`src/rtl/div32_seq_if.sv`:
```
// Operand/result bundle for the sequential 32-bit divider.
// The master side launches a divide and the slave side (the divider) returns the results.
interface div32_seq_if;
  logic        START;
  logic        SIGNED;
  logic [31:0] DIVIDEND;
  logic [31:0] DIVISOR;
  logic [31:0] QUO;
  logic [31:0] REM;
  logic        BUSY;
  logic        DONE;
  logic        DIV_ZERO;
  logic        OVF;

  modport master (
    output START, SIGNED, DIVIDEND, DIVISOR,
    input  QUO, REM, BUSY, DONE, DIV_ZERO, OVF
  );

  modport slave (
    input  START, SIGNED, DIVIDEND, DIVISOR,
    output QUO, REM, BUSY, DONE, DIV_ZERO, OVF
  );
endinterface

```
`src/rtl/div32_seq.sv`:
```
// Sequential 32-bit restoring divider, signed or unsigned.
// Timing: 32 shift-subtract steps followed by one sign-fix cycle, so DONE
// arrives 34 cycles after START is accepted.
module div32_seq (
  input  logic        CLK,
  input  logic        RST,
  div32_seq_if.slave  bus
);

  typedef enum logic [1:0] {IDLE, CALC, FIX} state_t;

  state_t      state;
  logic [4:0]  cnt;
  logic [31:0] a;            // dividend magnitude shifting out, quotient bits shifting in
  logic [31:0] p;            // partial remainder; always below the divisor magnitude
  logic [31:0] d_mag;
  logic [31:0] dividend_raw; // kept for the divide-by-zero remainder
  logic        neg_q;
  logic        neg_r;
  logic        dz_l;
  logic        ovf_l;

  logic [31:0] quo_r;
  logic [31:0] rem_r;
  logic        busy_r;
  logic        done_r;
  logic        dz_r;
  logic        ovf_r;

  logic [32:0] p_shift;
  logic        ge;
  logic [31:0] diff;

  // Two's-complement magnitude; 0x80000000 maps to itself, which is the
  // correct unsigned magnitude.
  function automatic logic [31:0] mag(input logic [31:0] x, input logic neg);
    return neg ? (~x + 32'd1) : x;
  endfunction

  // One restoring step: shift in the next dividend bit and trial-subtract.
  always_comb begin
    p_shift = {p, a[31]};
    ge      = (p_shift >= {1'b0, d_mag});
    // When ge holds, the true difference is below d_mag, so 32 bits suffice.
    diff    = p_shift[31:0] - d_mag;
  end

  // Control FSM, datapath registers and registered outputs.
  // NOTE: all state uses non-blocking assignments so every register samples
  // pre-edge values; the reset is synchronous because it is checked inside the clocked block.
  always_ff @(posedge CLK) begin
    if (RST) begin
      state        <= IDLE;
      cnt          <= '0;
      a            <= '0;
      p            <= '0;
      d_mag        <= '0;
      dividend_raw <= '0;
      neg_q        <= 1'b0;
      neg_r        <= 1'b0;
      dz_l         <= 1'b0;
      ovf_l        <= 1'b0;
      quo_r        <= '0;
      rem_r        <= '0;
      busy_r       <= 1'b0;
      done_r       <= 1'b0;
      dz_r         <= 1'b0;
      ovf_r        <= 1'b0;
    end else begin
      done_r <= 1'b0;
      case (state)
        IDLE: begin
          if (bus.START) begin
            a            <= mag(bus.DIVIDEND, bus.SIGNED & bus.DIVIDEND[31]);
            d_mag        <= mag(bus.DIVISOR,  bus.SIGNED & bus.DIVISOR[31]);
            p            <= '0;
            dividend_raw <= bus.DIVIDEND;
            neg_q        <= bus.SIGNED & (bus.DIVIDEND[31] ^ bus.DIVISOR[31]);
            neg_r        <= bus.SIGNED & bus.DIVIDEND[31];
            dz_l         <= (bus.DIVISOR == 32'd0);
            ovf_l        <= bus.SIGNED && (bus.DIVIDEND == 32'h8000_0000)
                                       && (bus.DIVISOR  == 32'hFFFF_FFFF);
            cnt          <= 5'd31;
            busy_r       <= 1'b1;
            state        <= CALC;
          end
        end
        CALC: begin
          a   <= {a[30:0], ge};
          p   <= ge ? diff : p_shift[31:0];
          cnt <= cnt - 5'd1;
          if (cnt == 5'd0) state <= FIX;
        end
        FIX: begin
          if (dz_l) begin
            quo_r <= 32'hFFFF_FFFF;
            rem_r <= dividend_raw;
          end else if (ovf_l) begin
            quo_r <= 32'h8000_0000;
            rem_r <= 32'd0;
          end else begin
            quo_r <= mag(a, neg_q);
            rem_r <= mag(p, neg_r);
          end
          dz_r   <= dz_l;
          ovf_r  <= ovf_l & ~dz_l;
          busy_r <= 1'b0;
          done_r <= 1'b1;
          state  <= IDLE;
        end
        default: state <= IDLE;
      endcase
    end
  end

  assign bus.QUO      = quo_r;
  assign bus.REM      = rem_r;
  assign bus.BUSY     = busy_r;
  assign bus.DONE     = done_r;
  assign bus.DIV_ZERO = dz_r;
  assign bus.OVF      = ovf_r;

endmodule

```
`src/flat_wrapper.sv`:
```
// flat-port wrapper written by rule: the top's interface ports become plain ports
module div32_seq_flat 
  (CLK, RST, bus_START, bus_SIGNED, bus_DIVIDEND, bus_DIVISOR, bus_QUO, bus_REM, bus_BUSY, bus_DONE, bus_DIV_ZERO, bus_OVF);
  div32_seq_if bus_i ();
  input  logic CLK;
  input  logic RST;
  input wire logic [$bits(bus_i.START)-1:0] bus_START;
  input wire logic [$bits(bus_i.SIGNED)-1:0] bus_SIGNED;
  input wire logic [$bits(bus_i.DIVIDEND)-1:0] bus_DIVIDEND;
  input wire logic [$bits(bus_i.DIVISOR)-1:0] bus_DIVISOR;
  output wire logic [$bits(bus_i.QUO)-1:0] bus_QUO;
  output wire logic [$bits(bus_i.REM)-1:0] bus_REM;
  output wire logic [$bits(bus_i.BUSY)-1:0] bus_BUSY;
  output wire logic [$bits(bus_i.DONE)-1:0] bus_DONE;
  output wire logic [$bits(bus_i.DIV_ZERO)-1:0] bus_DIV_ZERO;
  output wire logic [$bits(bus_i.OVF)-1:0] bus_OVF;
  assign bus_i.START = bus_START;
  assign bus_i.SIGNED = bus_SIGNED;
  assign bus_i.DIVIDEND = bus_DIVIDEND;
  assign bus_i.DIVISOR = bus_DIVISOR;
  assign bus_QUO = bus_i.QUO;
  assign bus_REM = bus_i.REM;
  assign bus_BUSY = bus_i.BUSY;
  assign bus_DONE = bus_i.DONE;
  assign bus_DIV_ZERO = bus_i.DIV_ZERO;
  assign bus_OVF = bus_i.OVF;
  div32_seq u_core (.CLK(CLK), .RST(RST), .bus(bus_i));
endmodule
```
`config.mk`:
```
export PLATFORM = sky130hd
export DESIGN_NAME = div32_seq_flat
export DESIGN_NICKNAME = d
export VERILOG_FILES = /design/src/rtl/div32_seq_if.sv /design/src/rtl/div32_seq.sv /design/src/flat_wrapper.sv
export SDC_FILE = /design/constraint.sdc
export NUM_CORES = 1
export LEC_CHECK = 0
export CELL_PAD_IN_SITES_DETAIL_PLACEMENT = 1
export CELL_PAD_IN_SITES_GLOBAL_PLACEMENT = 1
export CORE_MARGIN = 2
export CORE_UTILIZATION = 40
export CTS_CLUSTER_DIAMETER = 60
export CTS_CLUSTER_SIZE = 40
export DETAILED_ROUTE_END_ITERATION = 12
export HOLD_SLACK_MARGIN = 0.02
export PLACE_DENSITY_LB_ADDON = 0.1
export SLEW_MARGIN = 0
export SYNTH_ARGS = -nofsm -noshare
export SYNTH_HDL_FRONTEND = slang
export SYNTH_SLANG_ARGS = --single-unit
```
`constraint.sdc`:
```
create_clock -name CLK -period 3.3 [get_ports CLK]
set_input_delay 0.33 -clock CLK [delete_from_list [all_inputs] [get_ports CLK]]
set_output_delay 0.33 -clock CLK [all_outputs]
set_load 0.05 [all_outputs]
```
==> metrics <==
status complete, no violations; Hold/Removal Path Class input pin to flop; cell area after layout roughly 15000 um^2; Clock Latency Late Sink between 0.5 and 0.6 ns; Final #Nets 1765; CTS tree done; placed cell areas around 14000 um^2; Slew @ Worst Pin roughly 1.1 ns; WHS between 0.15 and 0.2 ns; via count approximately 12000; pin count of the biggest net entering global routing a little under 80; hold path depth 2; syn avg cell area 7.88 um^2; CP Max Fanout 7; # Max-Cap Violations 0; DR iter-0 viols just over 600; Die ar. approximately 32000 um^2; Final period util 0.909; RR Endpoint u_core.p[31]; die width ~180 um; Placer Congestion 0.869; cell leakage power between 5 and 6 nW; ranking of synthesized cells by area dfxtp_1, xor2_1, a21oi_1; worst hold endpoint u_core.bus.QUO[30]; main flop type after synthesis dfxtp_1; flop-to-flop setup slack approximately 0.30 ns; Yosys reg bits about 210; Crit path required time 3.75 ns; starting density of the core 0.408; Synth area leader dfxtp_1; Detailed Routing Iterations Pass 1 5; Core Rows 63; crit path kind flop to flop; worst min-delay path startpoint RST; first-pass GRT wire length ~68 mm; die span in y approximately 180 um; hold buffer count at cts 0; # setup viols final 0; Slew HR 0.268; Crit. End Element flop; CTS Root Cell clkbuf_16; Post-CTS Setup Repair Bufs 0; Global Route Usage Sum 0.274; initial antenna violation count 2; r2r startpoint u_core.d_mag[13]; mapped cell area roughly 12000 um^2; crit path time final approximately 3 ns; worst-case reg-to-reg path depth 9; layout cells sized above 1 0.0788; final wirelength roughly 44 mm; per-cell routed wire length 21.1 um; clock sink count between 200 and 250; Final Max Tran Viols 0; Max Freq ~330 MHz; vias per cell about 5.7; DRC viols 0; H-tree Lvls 1; share of synthesized flip-flops with an asynchronous set or reset 0; Reg clk slew, reported paths around 0.080 ns; cell count after synthesis 1543; Seq/Total Area, Yosys 0.341; ANT cells 0; Post-DRT Antenna Nets 0; Commonest cells post-synth dfxtp_1, nand2_1, a21oi_1; most frequent cell after synthesis dfxtp_1; Final Skew around 0.04 ns; setup tns final 0 ns; Syn Nets between 1500 and 2000; area grow syn2layout 23.3%; PwrDens ~480 nW/um^2; RSZ-0062 raised after global routing false; Max clock buf depth 3; vias in the first global route 12188; largest vdd supply drop approximately 0.37 mV; total CTS buffers 25; I/O pins between 100 and 150; Overflow after GRT 0; top cell type's share of synthesized area 0.341; number of flops mapped to enable cells by yosys 0; # port buffers 135; Yosys cell types 75; Fin. Hold Viols 0; Yosys warning total 0; Startpoint Class flop; Core ar. slightly below 30000 um^2; detailed placer's ending HPWL 32.9 mm; Worst EP arrival 3.45 ns
==> stage by stage <==
| stage | std cells | power, mW | util | setup WS [ns] |
|---|---|---|---|---|
| 2_1_floorplan | 1543 | 3.68 | - | 0.572 |
| 3_3_place_gp | 2020 | 4.16 | 0.472 | 0.203 |
| 3_5_place_dp | 2020 | 4.19 | 0.472 | 0.161 |
| 4_1_cts | 2066 | 7.20 | 0.503 | 0.155 |
| 5_1_grt | 2066 | 7.44 | 0.503 | 0.0580 |
| 6_report | 2066 | 7.15 | 0.503 | 0.299 |
==> worst max path at each step <==
stage | from | to | slack [ns] | depth (start not counted)
after floorplan | u_core.p[17] | u_core.p[16] | 0.57 | 11
after global placement | bus_DIVIDEND[12] | u_core.a[29] | 0.20 | 9
after detailed placement | u_core.a[31] | u_core.p[28] | 0.16 | 12
after CTS | u_core.d_mag[0] | u_core.p[28] | 0.16 | 11
after global routing | u_core.d_mag[18] | u_core.p[17] | 0.06 | 11
final | u_core.d_mag[13] | u_core.p[31] | 0.30 | 9
==> registers in the layout (all words and copies together) (netlist names), 2 cells and up <==
signal               flops
u_core.a                32
u_core.bus.QUO          32
u_core.state             2
u_core.dividend_raw     32
u_core.p                32
u_core.cnt               5
u_core.d_mag            32
u_core.bus.REM          32
==> repair_timing <==
action / in CTS / in global routing
hold endpoints to repair: 0 / 0
endpoints found under the setup margin: 0 / 9
gates resized for setup: 0 / 2
==> power by group <==
part           switching, mW  internal, mW  leakage [nW]
sequential             0.143          2.63          1.69
clock                   1.31          1.69         0.436
combinational          0.850         0.521          3.73
==> worst max-delay path, stage by stage (launching register included) <==
cell	delay, ns
dfxtp_1	0.44
inv_1	0.08
ha_1	0.43
nand4_1	0.28
nor4_1	0.49
o21ai_0	0.31
a31oi_1	0.39
o211ai_1	0.14
mux2_1	0.29
o211ai_1	0.08
==> cells by family after synthesis <==
group           after synthesis  synth area share
compound gates              493             0.256
flops                       207             0.341
mux                          24            0.0199
fa+ha+maj                    40            0.0418
simple gates                478             0.189
buf+inv                     158            0.0494
xor+xnor                    143             0.103
==> metal layers <==
layer / track usage / share of wire / up-vias
met5: 0 / 0.00078 / -
met4: 0.102 / 0.039 / 4
met3: 0.0305 / 0.033 / 73
met2: 0.487 / 0.49 / 202
met1: 0.340 / 0.44 / 5803
li1: - / - / 5765
==> placed cells by master, fill, tap and decap left out, drive strengths merged, types with 4 or more instances in the layout <==
cell	synthesis	routed
xor2	88	88
o31ai	24	24
nand3	21	21
or2	6	6
inv	57	66
nand2	182	182
nor2	122	122
a21oi	141	141
nand2b	14	14
dfxtp	207	207
o21bai	6	6
nor3	35	35
clkdlybuf4s50	0	134
or3	13	13
a31oi	11	11
nand4	17	17
a311oi	7	7
and3	9	9
a21o	16	16
nor2b	8	8
or4	15	15
ha	39	39
mux2i	23	23
and2	9	9
buf	5	54
clkinv	0	4
clkbuf	96	29
xnor2	55	55
a221oi	9	9
a211oi	31	31
a32oi	10	10
nor4	15	15
o41ai	17	17
o21ai	140	140
o21a	4	4
a22oi	55	55
==> layout make-up <==
cell class | count | area, um^2
fill | 3609 | 14800
multi-input combinational | 1178 | 7450
sequential | 207 | 4140
timing repair buffer | 188 | 1780
clock buffer | 29 | 671
tap | 390 | 488
clock inverter | 17 | 231
inverter | 57 | 214
No activity file was read; power rests on OpenSTA's default activity.
